==> config.mk <==
export PLATFORM = sky130hd
export DESIGN_NAME = validator_slider_flat
export DESIGN_NICKNAME = d
export VERILOG_FILES = /design/src/rtl/chess_pkg.sv /design/src/rtl/validator_slider_if.sv /design/src/rtl/validator_slider_geometry.sv /design/src/rtl/validator_slider.sv /design/src/flat_wrapper.sv
export SDC_FILE = /design/constraint.sdc
export NUM_CORES = 1
export LEC_CHECK = 0
export ABC_AREA = 0
export CORE_UTILIZATION = 59
export CTS_CLUSTER_DIAMETER = 200
export DETAILED_ROUTE_END_ITERATION = 10
export MAX_ROUTING_LAYER = met4
export PLACE_DENSITY = 0.92
export SKIP_CTS_REPAIR_TIMING = 1
export SLEW_MARGIN = 20
export SYNTH_ARGS = -nofsm -noshare
export SYNTH_HDL_FRONTEND = slang
export SYNTH_SLANG_ARGS = --single-unit
==> constraint.sdc <==
create_clock -name clk -period 4.7 [get_ports clk]
set_input_delay 0.94 -clock clk [delete_from_list [all_inputs] [get_ports clk]]
set_output_delay 0.94 -clock clk [all_outputs]
set_load 0.02 [all_outputs]
==> src/rtl/chess_pkg.sv <==
// Shared definitions for the per-piece move validators.
// Exports the slider mode encoding, the empty-square value, the piece
// colour values and the slider FSM state type.
package chess_pkg;

  typedef enum logic [1:0] {
    MODE_ROOK   = 2'b00,
    MODE_BISHOP = 2'b01,
    MODE_QUEEN  = 2'b10,
    MODE_RSVD   = 2'b11
  } slider_mode_e;

  localparam int unsigned PIECE_EMPTY = 0;

  localparam logic COLOUR_WHITE = 1'b0;
  localparam logic COLOUR_BLACK = 1'b1;

  typedef enum logic [2:0] {
    IDLE,
    GEOM,
    ISSUE,
    WAIT,
    EVAL,
    DONE
  } slider_state_e;

endpackage

==> src/rtl/validator_slider_if.sv <==
// Request/response and board-read bundle between the move-validation
// controller (master) and the slider validator (slave).
//   start_validation, mode, player_colour, piece_x/y, move_x/y : request
//   slider_complete, slider_valid                             : response
//   validate_x/y (address) / piece_read (data)                : board read
interface validator_slider_if #(
  parameter int unsigned COORD_W = 3,
  parameter int unsigned PIECE_W = 4
);
  logic               start_validation;
  logic [1:0]         mode;
  logic               player_colour;
  logic [COORD_W-1:0] piece_x;
  logic [COORD_W-1:0] piece_y;
  logic [COORD_W-1:0] move_x;
  logic [COORD_W-1:0] move_y;
  logic [PIECE_W-1:0] piece_read;
  logic [COORD_W-1:0] validate_x;
  logic [COORD_W-1:0] validate_y;
  logic               slider_complete;
  logic               slider_valid;

  modport master (
    output start_validation, mode, player_colour,
    output piece_x, piece_y, move_x, move_y,
    output piece_read,
    input  validate_x, validate_y,
    input  slider_complete, slider_valid
  );

  modport slave (
    input  start_validation, mode, player_colour,
    input  piece_x, piece_y, move_x, move_y,
    input  piece_read,
    output validate_x, validate_y,
    output slider_complete, slider_valid
  );
endinterface

==> src/rtl/validator_slider_geometry.sv <==
// Combinational geometry check for sliding pieces.
//   src_x/y, dst_x/y : source and destination squares
//   mode             : rook / bishop / queen / reserved
//   geom_ok          : move shape is legal for the mode and on the board
//   sx, sy           : per-step direction, -1/0/+1
//   d                : path length, max(|dx|, |dy|)
module slider_geometry
  import chess_pkg::*;
#(
  parameter int unsigned COORD_W = 3,
  parameter int unsigned BOARD_N = 8
) (
  input  logic [COORD_W-1:0] src_x,
  input  logic [COORD_W-1:0] src_y,
  input  logic [COORD_W-1:0] dst_x,
  input  logic [COORD_W-1:0] dst_y,
  input  slider_mode_e       mode,
  output logic               geom_ok,
  output logic signed [1:0]  sx,
  output logic signed [1:0]  sy,
  output logic [COORD_W-1:0] d
);
  // One extra bit so BOARD_N == 2**COORD_W is representable.
  localparam logic [COORD_W:0] LIMIT = (COORD_W+1)'(BOARD_N);

  logic [COORD_W-1:0] dx;
  logic [COORD_W-1:0] dy;
  logic               in_range;
  logic               rook_ok;
  logic               bishop_ok;
  logic               mode_ok;

  always_comb begin
    dx = (dst_x >= src_x) ? dst_x - src_x : src_x - dst_x;
    dy = (dst_y >= src_y) ? dst_y - src_y : src_y - dst_y;

    in_range = ({1'b0, src_x} < LIMIT) && ({1'b0, src_y} < LIMIT) &&
               ({1'b0, dst_x} < LIMIT) && ({1'b0, dst_y} < LIMIT);

    rook_ok   = (dx == '0) != (dy == '0);
    bishop_ok = (dx == dy) && (dx != '0);

    mode_ok = 1'b0;
    case (mode)
      MODE_ROOK:   mode_ok = rook_ok;
      MODE_BISHOP: mode_ok = bishop_ok;
      MODE_QUEEN:  mode_ok = rook_ok || bishop_ok;
      default:     mode_ok = 1'b0;
    endcase

    geom_ok = in_range && mode_ok && !((dx == '0) && (dy == '0));

    sx = (dst_x > src_x) ? 2'sd1 : ((dst_x < src_x) ? -2'sd1 : 2'sd0);
    sy = (dst_y > src_y) ? 2'sd1 : ((dst_y < src_y) ? -2'sd1 : 2'sd0);
    d  = (dx > dy) ? dx : dy;
  end
endmodule

==> src/rtl/validator_slider.sv <==
// Sequential move validator for rook, bishop and queen.
// Checks geometry, walks every intermediate square through the board read
// port, then checks the destination is empty or holds an enemy piece.
//   clk   : system clock
//   reset : asynchronous, active-low
//   bus   : request/response handshake and board read port (slave side)
module validator_slider
  import chess_pkg::*;
#(
  parameter int unsigned COORD_W    = 3,
  parameter int unsigned BOARD_N    = 8,
  parameter int unsigned PIECE_W    = 4,
  parameter int unsigned COLOUR_BIT = 3,
  parameter int unsigned READ_LAT   = 1
) (
  input logic                clk,
  input logic                reset,
  validator_slider_if.slave  bus
);
  localparam int unsigned     WAIT_W    = (READ_LAT > 1) ? $clog2(READ_LAT) : 1;
  localparam logic [WAIT_W-1:0] WAIT_LAST = WAIT_W'((READ_LAT > 1) ? READ_LAT - 2 : 0);

  slider_state_e      state_q, state_d;
  slider_mode_e       mode_q, mode_d;
  logic               colour_q, colour_d;
  logic [COORD_W-1:0] src_x_q, src_x_d, src_y_q, src_y_d;
  logic [COORD_W-1:0] dst_x_q, dst_x_d, dst_y_q, dst_y_d;
  logic [COORD_W-1:0] cur_x_q, cur_x_d, cur_y_q, cur_y_d;
  logic [COORD_W-1:0] steps_q, steps_d;
  logic [WAIT_W-1:0]  wait_q, wait_d;
  logic               result_q, result_d;
  logic               complete_q, complete_d;
  logic               valid_q, valid_d;

  logic               geom_ok;
  logic signed [1:0]  sx, sy;
  logic [COORD_W-1:0] d;
  logic               sq_empty;

  slider_geometry #(
    .COORD_W (COORD_W),
    .BOARD_N (BOARD_N)
  ) u_geometry (
    .src_x   (src_x_q),
    .src_y   (src_y_q),
    .dst_x   (dst_x_q),
    .dst_y   (dst_y_q),
    .mode    (mode_q),
    .geom_ok (geom_ok),
    .sx      (sx),
    .sy      (sy),
    .d       (d)
  );

  // Sum in COORD_W+1 bits and drop the carry; both path ends are range
  // checked so the cursor never actually wraps.
  function automatic logic [COORD_W-1:0] step(input logic [COORD_W-1:0] c,
                                               input logic signed [1:0]  s);
    return COORD_W'({1'b0, c} + {{(COORD_W-1){s[1]}}, s});
  endfunction

  assign sq_empty = (bus.piece_read == PIECE_W'(PIECE_EMPTY));

  always_comb begin
    state_d    = state_q;
    mode_d     = mode_q;
    colour_d   = colour_q;
    src_x_d    = src_x_q;
    src_y_d    = src_y_q;
    dst_x_d    = dst_x_q;
    dst_y_d    = dst_y_q;
    cur_x_d    = cur_x_q;
    cur_y_d    = cur_y_q;
    steps_d    = steps_q;
    wait_d     = wait_q;
    result_d   = result_q;
    complete_d = 1'b0;
    valid_d    = 1'b0;

    case (state_q)
      IDLE: begin
        if (bus.start_validation) begin
          mode_d   = slider_mode_e'(bus.mode);
          colour_d = bus.player_colour;
          src_x_d  = bus.piece_x;
          src_y_d  = bus.piece_y;
          dst_x_d  = bus.move_x;
          dst_y_d  = bus.move_y;
          state_d  = GEOM;
        end
      end
      GEOM: begin
        if (!bus.start_validation) begin
          state_d = IDLE;
        end else if (!geom_ok) begin
          result_d = 1'b0;
          state_d  = DONE;
        end else begin
          cur_x_d = step(src_x_q, sx);
          cur_y_d = step(src_y_q, sy);
          steps_d = d;
          state_d = ISSUE;
        end
      end
      ISSUE: begin
        if (!bus.start_validation) begin
          state_d = IDLE;
        end else begin
          wait_d  = '0;
          state_d = (READ_LAT > 1) ? WAIT : EVAL;
        end
      end
      WAIT: begin
        if (!bus.start_validation) begin
          state_d = IDLE;
        end else if (wait_q == WAIT_LAST) begin
          state_d = EVAL;
        end else begin
          wait_d = wait_q + 1'b1;
        end
      end
      EVAL: begin
        // steps_q counts squares still to visit, so 1 means the cursor
        // is sitting on the destination.
        if (!bus.start_validation) begin
          state_d = IDLE;
        end else if (steps_q == COORD_W'(1)) begin
          result_d = sq_empty || (bus.piece_read[COLOUR_BIT] != colour_q);
          state_d  = DONE;
        end else if (!sq_empty) begin
          result_d = 1'b0;
          state_d  = DONE;
        end else begin
          cur_x_d = step(cur_x_q, sx);
          cur_y_d = step(cur_y_q, sy);
          steps_d = steps_q - 1'b1;
          state_d = ISSUE;
        end
      end
      DONE: begin
        if (!bus.start_validation) begin
          state_d = IDLE;
        end else begin
          complete_d = 1'b1;
          valid_d    = result_q;
        end
      end
      default: state_d = IDLE;
    endcase
  end

  always_ff @(posedge clk or negedge reset) begin
    if (!reset) begin
      state_q    <= IDLE;
      mode_q     <= MODE_ROOK;
      colour_q   <= 1'b0;
      src_x_q    <= '0;
      src_y_q    <= '0;
      dst_x_q    <= '0;
      dst_y_q    <= '0;
      cur_x_q    <= '0;
      cur_y_q    <= '0;
      steps_q    <= '0;
      wait_q     <= '0;
      result_q   <= 1'b0;
      complete_q <= 1'b0;
      valid_q    <= 1'b0;
    end else begin
      state_q    <= state_d;
      mode_q     <= mode_d;
      colour_q   <= colour_d;
      src_x_q    <= src_x_d;
      src_y_q    <= src_y_d;
      dst_x_q    <= dst_x_d;
      dst_y_q    <= dst_y_d;
      cur_x_q    <= cur_x_d;
      cur_y_q    <= cur_y_d;
      steps_q    <= steps_d;
      wait_q     <= wait_d;
      result_q   <= result_d;
      complete_q <= complete_d;
      valid_q    <= valid_d;
    end
  end

  // The cursor register doubles as the read address, so it holds its last
  // value whenever no walk is in progress.
  assign bus.validate_x      = cur_x_q;
  assign bus.validate_y      = cur_y_q;
  assign bus.slider_complete = complete_q;
  assign bus.slider_valid    = valid_q;
endmodule
==> src/flat_wrapper.sv <==
// flat-port wrapper written by rule: the top's interface ports become plain ports
module validator_slider_flat import chess_pkg::*;
#(
  parameter int unsigned COORD_W    = 3,
  parameter int unsigned BOARD_N    = 8,
  parameter int unsigned PIECE_W    = 4,
  parameter int unsigned COLOUR_BIT = 3,
  parameter int unsigned READ_LAT   = 1
)
  (clk, reset, bus_start_validation, bus_mode, bus_player_colour, bus_piece_x, bus_piece_y, bus_move_x, bus_move_y, bus_piece_read, bus_validate_x, bus_validate_y, bus_slider_complete, bus_slider_valid);
  validator_slider_if #(.COORD_W(COORD_W), .PIECE_W(PIECE_W)) bus_i ();
  input logic clk;
  input logic reset;
  input wire logic [$bits(bus_i.start_validation)-1:0] bus_start_validation;
  input wire logic [$bits(bus_i.mode)-1:0] bus_mode;
  input wire logic [$bits(bus_i.player_colour)-1:0] bus_player_colour;
  input wire logic [$bits(bus_i.piece_x)-1:0] bus_piece_x;
  input wire logic [$bits(bus_i.piece_y)-1:0] bus_piece_y;
  input wire logic [$bits(bus_i.move_x)-1:0] bus_move_x;
  input wire logic [$bits(bus_i.move_y)-1:0] bus_move_y;
  input wire logic [$bits(bus_i.piece_read)-1:0] bus_piece_read;
  output wire logic [$bits(bus_i.validate_x)-1:0] bus_validate_x;
  output wire logic [$bits(bus_i.validate_y)-1:0] bus_validate_y;
  output wire logic [$bits(bus_i.slider_complete)-1:0] bus_slider_complete;
  output wire logic [$bits(bus_i.slider_valid)-1:0] bus_slider_valid;
  assign bus_i.start_validation = bus_start_validation;
  assign bus_i.mode = bus_mode;
  assign bus_i.player_colour = bus_player_colour;
  assign bus_i.piece_x = bus_piece_x;
  assign bus_i.piece_y = bus_piece_y;
  assign bus_i.move_x = bus_move_x;
  assign bus_i.move_y = bus_move_y;
  assign bus_i.piece_read = bus_piece_read;
  assign bus_validate_x = bus_i.validate_x;
  assign bus_validate_y = bus_i.validate_y;
  assign bus_slider_complete = bus_i.slider_complete;
  assign bus_slider_valid = bus_i.slider_valid;
  validator_slider #(.COORD_W(COORD_W), .BOARD_N(BOARD_N), .PIECE_W(PIECE_W), .COLOUR_BIT(COLOUR_BIT), .READ_LAT(READ_LAT)) u_core (.clk(clk), .reset(reset), .bus(bus_i));
endmodule
Yosys cells after proc, flatten, opt, wreduce, memory -nomap -nowiden
Index checks and enable logic that the tools add are counted.

Add/sub/neg operators: 10. Magnitude comparators: 7. Equal/unequal tests: 23. Muxes and demuxes: 51. Reduce and logical (&&, ||, !) cells: 19.

Operator list (number): two-way mux 3 bit (28); case mux 3 bit (2 select lines) (3); case mux 3 bit (6 select lines) (1); != test 2 bit, second input constant (8); adder 3 bit (4); two-way mux 1 bit (12); subtractor 3 bit (4); greater-than comparator 3 bit (3); logical NOT 3 bit (3); two-way mux 2 bit (4); == test 3 x 1 -> 1 bit, second input constant (2); == test 3 x 2 -> 1 bit, second input constant (2); == test 3 bit, second input constant (2); greater-or-equal comparator 3 bit (2); less-than comparator 3 bit (2); != test 3 bit, second input constant (2); AND reduction 3 bit (2); AND reduction 6 bit (1); AND reduction 5 bit (1); logical NOT 4 bit (1); != test 2 x 1 -> 1 bit, second input constant (2); case mux 1 bit (2 select lines) (2); nonzero test 2 bit (2); == test 3 bit (1); 12 further kinds (16).

Bits in registers: 31. Input bits: 22. Output and inout port bits: 8. Logic and storage cells: 124.

Logic depth before layout (Yosys ltp)
Gate-level depths: netlist of the first run.

Depth in word-level cells: 10. Depth in mapped cells: 16. Gate-level depth less buffers: 16.

Modules after synthesis
From an unflattened synthesis of the first run, not the netlist that was laid out.

Cell total of the unflattened synthesis: 204. Area, all modules: 2178.3 um^2.

Modules (own cells, without submodules): validator_slider (times used 1, cells each 122, area each 1525.2 um^2, sequential area each 750.7 um^2); slider_geometry (times used 1, cells each 82, area each 653.1 um^2, sequential area each 0.0 um^2).

Worst setup path after synthesis of the first run
OpenSTA, ideal clock, no wires.

Path kind: register to register. From: register u_core.dst_y_q[0]. To: register u_core.cur_y_q[2], in the netlist u_core.bus.validate_y[2]. Setup time: 94 ps. Arrival time: 2904 ps. Required time: 4606 ps. Setup slack: 1702 ps. Stages on the path, launching flop included: 16. Path buffers: 0. Clock period less this slack: 2998 ps. Cell sequence: dfrtp_1 inv_1 ha_1 inv_1 fa_1 xnor2_1 a211o_1 and2_1 and3_1 ha_1 a211o_1 nand3_1 o21a_4 clkinv_4 o211a_1 a211oi_1.

Longest elaborated chain between the ends: 9. Elaborated cells on any way between the ends: 27. Those cells by class: 4 x add/sub; 3 x order compare; 3 x eq/ne; 10 x mux; 7 x reduce/logical.

RTL lines: start: declaration (line validator_slider.sv:27) `logic [COORD_W-1:0] dst_x_q, dst_x_d, dst_y_q, dst_y_d;`; start signal: assignment (line validator_slider.sv:175) `dst_y_q <= dst_y_d;`; parallel branches: the longest is 9 deep, another holds less-than comparator 3 bit; end signal: assignment (line validator_slider.sv:177) `cur_y_q <= cur_y_d;`; end: declaration (line validator_slider.sv:28) `logic [COORD_W-1:0] cur_x_q, cur_x_d, cur_y_q, cur_y_d;`.

Parallel ways; which one is timed is not known. The select of a mux whose other input is x is not followed. A chain may end at the register's enable or synchronous reset.

Worst setup path after layout of the first run
Same ends and word-level chain as after synthesis.

==> results of run 1 <==
synthesized netlist by cell type (2+ instances only):
library cell  count
dfrtp_1          30
nand2_1          26
inv_1            23
ha_1             18
o21ai_0          15
nor2_1           12
mux2i_1           8
xnor2_1           7
a21oi_1           6
fa_1              6
mux2_2            5
clkbuf_1          4
nand2b_1          4
nand3_1           4
nor2b_1           4
a211o_1           3
and2_1            3
and3_1            3
nand4_1           3
nor3_1            3
o21ai_1           3
a211oi_2          2
a21o_1            2
nand3b_1          2
o211a_1           2
o21a_1            2
cells by family (layout without fill, tap and decap cells):
kind of cell | after synthesis | count (layout) | synth area share [%]
fa+ha+maj | 24 | 24 | 16.2
compound gates | 47 | 47 | 16.9
mux | 14 | 14 | 6.91
buf+inv | 30 | 64 | 5.74
flops | 30 | 30 | 35.1
simple gates | 70 | 70 | 16.3
xor+xnor | 7 | 7 | 2.87
area by class of cell:
type                    instances  share of cell area [%]
clock inverters                 1                    1.17
clock buffers                   7                    1.76
flip-flops and latches         30                    29.3
repair buffers                 32                    12.2
well taps                      46                    2.25
inverters                      24                    3.71
multi-input cells             162                    49.6
metrics by stage:
| stage | hold WS (ns) | cells |
|---|---|---|
| 3_5_place_dp | 0.470 | 294 |
| 6_report | 0.487 | 302 |
| 3_3_place_gp | 0.459 | 294 |
| 5_1_grt | 0.520 | 302 |
| 4_1_cts | 0.492 | 302 |
| 2_1_floorplan | 0.449 | 222 |
per-layer routing:
metal | global-route usage [%] | vias to the layer above | routed length [microns]
met5 | - | - | 0
met4 | 8.43 | 0 | 58
met3 | 6.80 | 7 | 171
met2 | 40.9 | 49 | 2070
met1 | 27.9 | 774 | 1750
li1 | - | 827 | -
critical path: cells and delay by family (launching register included):
kind,cells,cell delay [ns]
xor gates and xnor gates,1,0.13
buffers and inverters,3,0.26
AOI/OAI and AO/OA,5,1.13
DFF,1,0.39
and+or+nand+nor,3,0.44
adders and majority gates,3,0.87
flip-flops by register name, summed over array words and instances (netlist names):
signal,cells
u_core.steps_q,3
u_core.colour_q,1
u_core.src_x_q,3
u_core.bus.validate_x,3
u_core.dst_y_q,3
u_core.bus.slider_complete,1
u_core.state_q,3
u_core.src_y_q,3
u_core.bus.validate_y,3
u_core.mode_q,2
u_core.dst_x_q,3
u_core.result_q,1
u_core.bus.slider_valid,1
worst min path at each step:
stage	from	to	slack, ns	cells after the start
after floorplan	u_core.result_q	u_core.bus.slider_valid	0.45	1
after global placement	u_core.result_q	u_core.bus.slider_valid	0.46	1
after detailed placement	u_core.result_q	u_core.bus.slider_valid	0.47	1
after CTS	u_core.result_q	u_core.bus.slider_valid	0.49	1
after global routing	u_core.result_q	u_core.bus.slider_valid	0.52	1
final	u_core.result_q	u_core.bus.slider_valid	0.49	1
==> flow_summary_export.csv, run 1 <==
group,metric,value,unit
cts,h-tree-depth,2,
yosys,synth_top_area_cell,"dfrtp_1",
place,placed_area,2480,sq um
yosys,synth.distinct_cells,48,
final_layout,area_growth,19.8,%
sta,setup-violations-final,0,
floorplan,initial_utilization,62.6,%
global_routing,antenna_found_initial,0,
final_layout,design_area,2560,sq um
yosys,seq_area_frac_synth,35.1,%
global_routing,grt_pass1_wl,7.26,mm
detailed_routing,routed_wirelength,4.06,mm
final_layout,final_cell_mix,"dfrtp_1 (30), clkdlybuf4s50_1 (29), nand2_1 (26)",
yosys,dominantRegCellSynth,"dfrtp_1",
critical_path,r2r_slack,1.37,ns
critical_path,arrival,3.57,ns
critical_path,criticalPathCategory,"reg -> reg",
cts,cts_tree,"built",
detailed_routing,first_iter_violations,95,
floorplan,die_area,3870,sq um
critical_path,reg2reg_from,"u_core.dst_y_q[0]",
cts,cts_max_path_buffers,2,
cts,numCtsBuffers,5,
critical_path,slowest_delay,0.44,ns
global_routing,grt.overflow.total,0,
floorplan,rows,21,
global_routing,grt_pass1_vias,1695,
detailed_routing,drc,0,
detailed_routing,drt_pass1_iterations,5,
place,port_buffers,29,
final_layout,diodes,0,
yosys,ys_ff_latch,30,
sta,period_share,70.9,%
critical_path,crit_path_end_kind,"register",
yosys,synth.area.top_cells,"dfrtp_1 (35%), ha_1 (11%), fa_1 (5.6%), nand2_1 (4.6%), inv_1 (4.0%)",
detailed_routing,vias,1657,
floorplan,die_h,62.2,microns
floorplan,ios,30,
sta,grt_setup_unrepaired,"false",
floorplan,die_x,62.2,microns
final_layout,drive_gt1_share,9.77,%
sta,setup_ws,1.37,ns
final_layout,final_common_cell,"dfrtp_1",
yosys,synth.net_count,268,
yosys,synth_top_area_share,35.1,%
final_layout,fin_nets,301,
yosys,syn_inst,222,
final_layout,multiInputGateArea,1270,sq um
final_layout,regArea,751,sq um
place,dp_hpwl,3.12,mm
worst_hold_path,hold_path.class,"reg -> reg",
critical_path,cp_slowest_cell,"fa_1",
flow_run,cap_violations,0,
detailed_routing,ant_nets,0,
yosys,async_flop_share,100,%
global_routing,track_usage,24.3,%
critical_path,startpoint_type,"register",
sta,report.final.slew_viol_count,0,
yosys,synth_area,2140,sq um
critical_path,crit_end,"u_core.bus.validate_y[2]",
critical_path,worstSetupStartpoint,"u_core.dst_y_q[0]",
place,gp_congestion,0.877,
critical_path,r2r-end,"u_core.bus.validate_y[2]",
critical_path,rr_worst_depth,15,
sta,tns,0,ns
critical_path,required,4.94,ns
global_routing,grt_max_degree,31,
yosys,synth_edf_count,0,
yosys,yosys_warnings,0,
sta,slew_headroom,42.3,%
critical_path,worstPathMaxFanout,15,
cts,root_buffer,"clkbuf_4",
floorplan,core,3420,sq um
sta,max_clock_freq,300,MHz
critical_path,path_cells,"inv_1 -> ha_1 -> inv_1 -> fa_1 -> xnor2_1 -> a211o_1 -> and2_1 -> and3_1 -> ha_1 -> a211o_1 -> nand3_1 -> o21a_4 -> clkinv_4 -> o211a_1 -> a211oi_1",
cts,cts.sinks,30,
detailed_routing,via_per_inst,5.49,
sta,worst_slew_pin_slew,0.863,ns
cts,worstSkewPairLatency,0.33,ns
yosys,synth_area_per_cell,9.63,sq um
sta,timing.final.crit_period,3.33,ns
detailed_routing,avgRoutedWirePerCell,13.4,microns
final_layout,fillers,240,
status,status,"complete, no violations",
sta,skew,0.0127,ns
final_layout,finalCoreUtilization,74.9,%
place,pre_cts_ws,1.41,ns
cts,path_clk_slew,0.10,ns
sta,hold_viol_final,0,
Power of run 1 is left out: the tool's default activity adds up to more than one toggle a clock period on the data nets, which glitch-free logic cannot reach.
==> run 2: changes to the inputs <==
--- a/config.mk
+++ b/config.mk
@@ -6,11 +6,11 @@
 export NUM_CORES = 1
 export LEC_CHECK = 0
 export ABC_AREA = 0
-export CORE_UTILIZATION = 59
+export CORE_UTILIZATION = 49
 export CTS_CLUSTER_DIAMETER = 200
 export DETAILED_ROUTE_END_ITERATION = 10
 export MAX_ROUTING_LAYER = met4
-export PLACE_DENSITY = 0.92
+export PLACE_DENSITY = 0.83
 export SKIP_CTS_REPAIR_TIMING = 1
 export SLEW_MARGIN = 20
 export SYNTH_ARGS = -nofsm -noshare
==> constraint.sdc (replaced) <==
create_clock -name clk -period 2.8 [get_ports clk]
set_input_delay 0.56 -clock clk [delete_from_list [all_inputs] [get_ports clk]]
set_output_delay 0.56 -clock clk [all_outputs]
set_load 0.02 [all_outputs]
==> flow_summary_export.csv, run 2 (same netlist as run 1, synthesis figures left out) <==
group,metric,value,unit
sta,whs,0.486,ns
worst_hold_path,hold_path.class,"reg -> reg",
place,port_buffers,29,
floorplan,ios,30,
critical_path,path_buf_inv,3,
cts,cts_tree,"built",
cts,h-tree-depth,2,
floorplan,initial_utilization,52.3,%
sta,worst_slew_pin_slew,0.669,ns
floorplan,die_area,4630,sq um
sta,period_share,112,%
final_layout,fin_nets,337,
critical_path,criticalPathCategory,"reg -> reg",
final_layout,finalCoreUtilization,72.1,%
critical_path,worstSetupStartpoint,"u_core.src_y_q[0]",
detailed_routing,first_iter_violations,109,
sta,setup_ws,-0.341,ns
global_routing,grt_pass1_vias,1806,
sta,slew_headroom,55.2,%
critical_path,path_cells,"inv_2 -> ha_1 -> inv_1 -> fa_2 -> nor2_1 -> a32oi_1 -> and2_4 -> and3_4 -> ha_4 -> a211o_1 -> nand3_2 -> o21a_4 -> clkinv_4 -> o211a_1 -> a211oi_2",
sta,grt_setup_unrepaired,"true",
global_routing,grt_max_degree,31,
global_routing,track_usage,23.9,%
critical_path,cp_top_family,"compound AO/OA/AOI/OAI gates",
cts,path_clk_slew,0.06,ns
cts,cts.sinks,30,
critical_path,arrival,3.33,ns
sta,max_clock_freq,318,MHz
place,pre_cts_ws,-0.378,ns
detailed_routing,avgRoutedWirePerCell,14.5,microns
cts,cts_max_path_buffers,2,
status,violations,"setup timing",
critical_path,reg2reg_from,"u_core.src_y_q[0]",
final_layout,diodes,0,
worst_hold_path,min-delay-start,"u_core.result_q",
detailed_routing,drc,0,
global_routing,grt.overflow.total,0,
floorplan,die_h,68.0,microns
critical_path,slowest_delay,0.43,ns
detailed_routing,via_per_inst,5.39,
sta,timing.final.crit_period,3.14,ns
place,dp_hpwl,3.58,mm
critical_path,crit_path_end_kind,"register",
detailed_routing,routed_wirelength,4.96,mm
sta,report.final.slew_viol_count,0,
floorplan,rows,23,
cts,root_buffer,"clkbuf_8",
critical_path,cp_num_cells,15,
status,status,"finished with violations",
critical_path,startpoint_type,"register",
sta,hold_viol_final,0,
final_layout,final_cell_mix,"buf_4 (39), dfrtp_1 (30), clkdlybuf4s50_1 (29)",
detailed_routing,drt_pass1_iterations,4,
final_layout,fillers,271,
final_layout,area_growth,37.8,%
detailed_routing,vias,1837,
critical_path,required,2.99,ns
detailed_routing,ant_nets,0,
cts,numCtsBuffers,5,
cts,worstSkewPairLatency,0.28,ns
final_layout,final_common_cell,"buf_4",
final_layout,drive_gt1_share,29.2,%
place,gp_congestion,0.848,
sta,setup-violations-final,13,
global_routing,antenna_found_initial,0,
sta,skew,0.00492,ns
critical_path,worstPathMaxFanout,7,
critical_path,r2r-end,"u_core.bus.validate_y[2]",
floorplan,die_x,68.0,microns
critical_path,rr_worst_depth,15,
critical_path,r2r_slack,-0.34,ns
critical_path,cp_slowest_cell,"dfrtp_1",
critical_path,crit_end,"u_core.bus.validate_y[2]",
flow_run,cap_violations,0,
global_routing,grt_pass1_wl,7.83,mm
floorplan,core,4090,sq um
[run 2: cell types whose count changed in the layout (fill, tap and decap cells not counted), sizes merged]
cell	previous run	this run
bufinv	1	0
clkbuf	7	5
buf	3	39
clkinv	1	3
[run 2: cell type report]
cell class,instances,area [sq um],share of cell area [%]
Clock buffer,5,68.8,2.34
Timing Repair Buffer,68,583,19.8
Inverter,24,95.1,3.23
Multi-Input combinational cell,162,1380,46.7
Tap cell,50,62.6,2.12
Sequential cell,30,751,25.5
Clock inverter,2,10.0,0.340
[run 2: routing by layer]
layer,wire length [microns],track usage (%)
met1,2230,28.4
met2,2410,39.8
met3,256,4.83
met4,59,8.33
met5,0,-
[run 2: stage by stage]
stage	cells	setup TNS, ns	cell area (sq um)
2_1_floorplan	222	-0.596	2150
3_3_place_gp	331	-1.36	2750
3_5_place_dp	331	-2.47	2750
4_1_cts	338	-2.67	2830
5_1_grt	341	-4.64	2950
6_report	341	-2.90	2950
[run 2: worst register-to-register path: stages, from the launching register on]
cell	delay (ns)
dfrtp_1	0.43
inv_2	0.08
ha_1	0.15
inv_1	0.07
fa_2	0.40
nor2_1	0.13
a32oi_1	0.16
and2_4	0.20
and3_4	0.15
ha_4	0.23
a211o_1	0.32
nand3_2	0.08
o21a_4	0.18
clkinv_4	0.06
o211a_1	0.22
a211oi_2	0.20
[run 2: worst min-delay path by stage]
stage	slack, ns	depth (start not counted)	endpoint
after global routing	0.53	1	u_core.bus.slider_valid
after CTS	0.49	1	u_core.bus.slider_valid
after floorplan	0.26	0	u_core.bus.slider_complete
after global placement	0.46	1	u_core.bus.slider_valid
final	0.49	1	u_core.bus.slider_valid
after detailed placement	0.47	1	u_core.bus.slider_valid
Power of run 2 is left out for the same reason.
==> run 3: changes to the inputs <==
--- a/config.mk
+++ b/config.mk
@@ -11,6 +11,7 @@
 export DETAILED_ROUTE_END_ITERATION = 10
 export MAX_ROUTING_LAYER = met4
 export PLACE_DENSITY = 0.83
+export REMOVE_ABC_BUFFERS = 1
 export SKIP_CTS_REPAIR_TIMING = 1
 export SLEW_MARGIN = 20
 export SYNTH_ARGS = -nofsm -noshare
==> flow_summary_export.csv, run 3 (same netlist as run 1, synthesis figures left out) <==
group,metric,value,unit
final_layout,area_growth,40.3,%
critical_path,rr_worst_depth,15,
sta,hold_viol_final,0,
sta,report.final.slew_viol_count,0,
sta,whs,0.483,ns
floorplan,initial_utilization,52.3,%
place,gp_congestion,0.871,
status,status,"finished with violations",
sta,worst_slew_pin_slew,0.469,ns
critical_path,criticalPathCategory,"reg -> reg",
worst_hold_path,whs_path_depth,1,
floorplan,core,4090,sq um
final_layout,final_common_cell,"buf_4",
worst_hold_path,hold_path.class,"reg -> reg",
global_routing,grt_pass1_vias,1766,
place,dp.cells,336,
floorplan,die_area,4630,sq um
critical_path,worstPathMaxFanout,8,
global_routing,grt_pass1_wl,7.80,mm
sta,tns,-3.12,ns
floorplan,die_h,68.0,microns
detailed_routing,ant_nets,0,
detailed_routing,via_per_inst,5.30,
status,violations,"setup timing",
final_layout,instances_no_fill,350,
detailed_routing,avgRoutedWirePerCell,14.0,microns
detailed_routing,vias,1854,
final_layout,drive_gt1_share,28.3,%
critical_path,required,3.00,ns
global_routing,grt_max_degree,31,
place,dp_hpwl,3.63,mm
global_routing,grt.overflow.total,0,
detailed_routing,drt_pass1_iterations,4,
critical_path,startpoint_type,"register",
cts,root_buffer,"clkbuf_8",
cts,cts_tree,"built",
detailed_routing,drc,0,
flow_run,cap_violations,0,
detailed_routing,first_iter_violations,55,
sta,timing.final.crit_period,3.14,ns
cts,h-tree-depth,2,
floorplan,rows,23,
final_layout,diodes,0,
sta,grt_setup_unrepaired,"true",
cts,cts_max_path_buffers,2,
sta,period_share,112,%
global_routing,track_usage,23.9,%
floorplan,die_x,68.0,microns
cts,cts.sinks,30,
global_routing,antenna_found_initial,0,
sta,setup-violations-final,13,
sta,slew_headroom,68.5,%
floorplan,ios,30,
final_layout,final_cell_mix,"buf_4 (47), dfrtp_1 (30), clkdlybuf4s50_1 (29)",
detailed_routing,routed_wirelength,4.88,mm
sta,skew,0.00402,ns
final_layout,fillers,279,
critical_path,arrival,3.34,ns
sta,setup_ws,-0.338,ns
final_layout,fin_nets,345,
sta,max_clock_freq,319,MHz
critical_path,crit_path_end_kind,"register",
cts,path_clk_slew,0.06,ns
place,port_buffers,29,
cts,worstSkewPairLatency,0.28,ns
cts,numCtsBuffers,5,
==> run 3: changes by cell type in the layout (fill, tap and decap cells not counted), moves of 2 or more <==
| cell | delta |
|---|---|
| buf_4 | +8 |
| nand2_1 | +3 |
| nand2_2 | -3 |
| fa_1 | +2 |
| fa_2 | -2 |
==> run 3: area by class of cell <==
type | instances | area [sq um] | area share, %
tap | 50 | 62.6 | 2.09
sequential | 30 | 751 | 25.0
timing repair buffer | 76 | 643 | 21.4
clock inverter | 1 | 5.00 | 0.167
clock buffer | 7 | 86.3 | 2.88
inverter | 24 | 95.1 | 3.17
multi-input combinational | 162 | 1360 | 45.2
==> run 3: worst max-delay path, stage by stage, from the launching register on <==
cell	delay, ns
dfrtp_1	0.39
inv_2	0.09
ha_4	0.14
inv_2	0.05
fa_2	0.38
xnor2_1	0.13
a211o_1	0.29
and2_4	0.16
and3_4	0.19
ha_4	0.23
a211o_1	0.32
nand3_2	0.09
o21a_4	0.19
clkinv_4	0.07
o211a_1	0.21
a211oi_2	0.14
==> run 3: final timing paths <==
path / slack (ns) / from / to
max: -0.34 / u_core.dst_y_q[0] / u_core.bus.validate_y[2]
max reg2reg: -0.34 / u_core.dst_y_q[0] / u_core.bus.validate_y[2]
min reg2reg: 0.48 / u_core.result_q / u_core.bus.slider_valid
min in group asynchronous: 0.66 / reset / u_core.dst_y_q[0]
min: 0.48 / u_core.result_q / u_core.bus.slider_valid
max in group asynchronous: 1.85 / reset / u_core.steps_q[1]
==> run 3: metal layers <==
metal | part of all wire (%) | GRT usage [%] | up-vias
met5 | 0 | - | -
li1 | - | - | 915
met4 | 1.1 | 7.81 | 0
met1 | 44 | 29.4 | 875
met2 | 49 | 38.7 | 58
met3 | 5.7 | 5.33 | 6
==> run 3: through the flow <==
stage	area [sq um]	worst slack [ns]	utilization, %
3_3_place_gp	2780	-0.306	67.9
3_5_place_dp	2780	-0.440	67.9
6_report	3000	-0.338	73.4
4_1_cts	2870	-0.458	70.1
5_1_grt	3000	-0.415	73.4
2_1_floorplan	2110	-0.278	-
Power of run 3 is left out for the same reason.
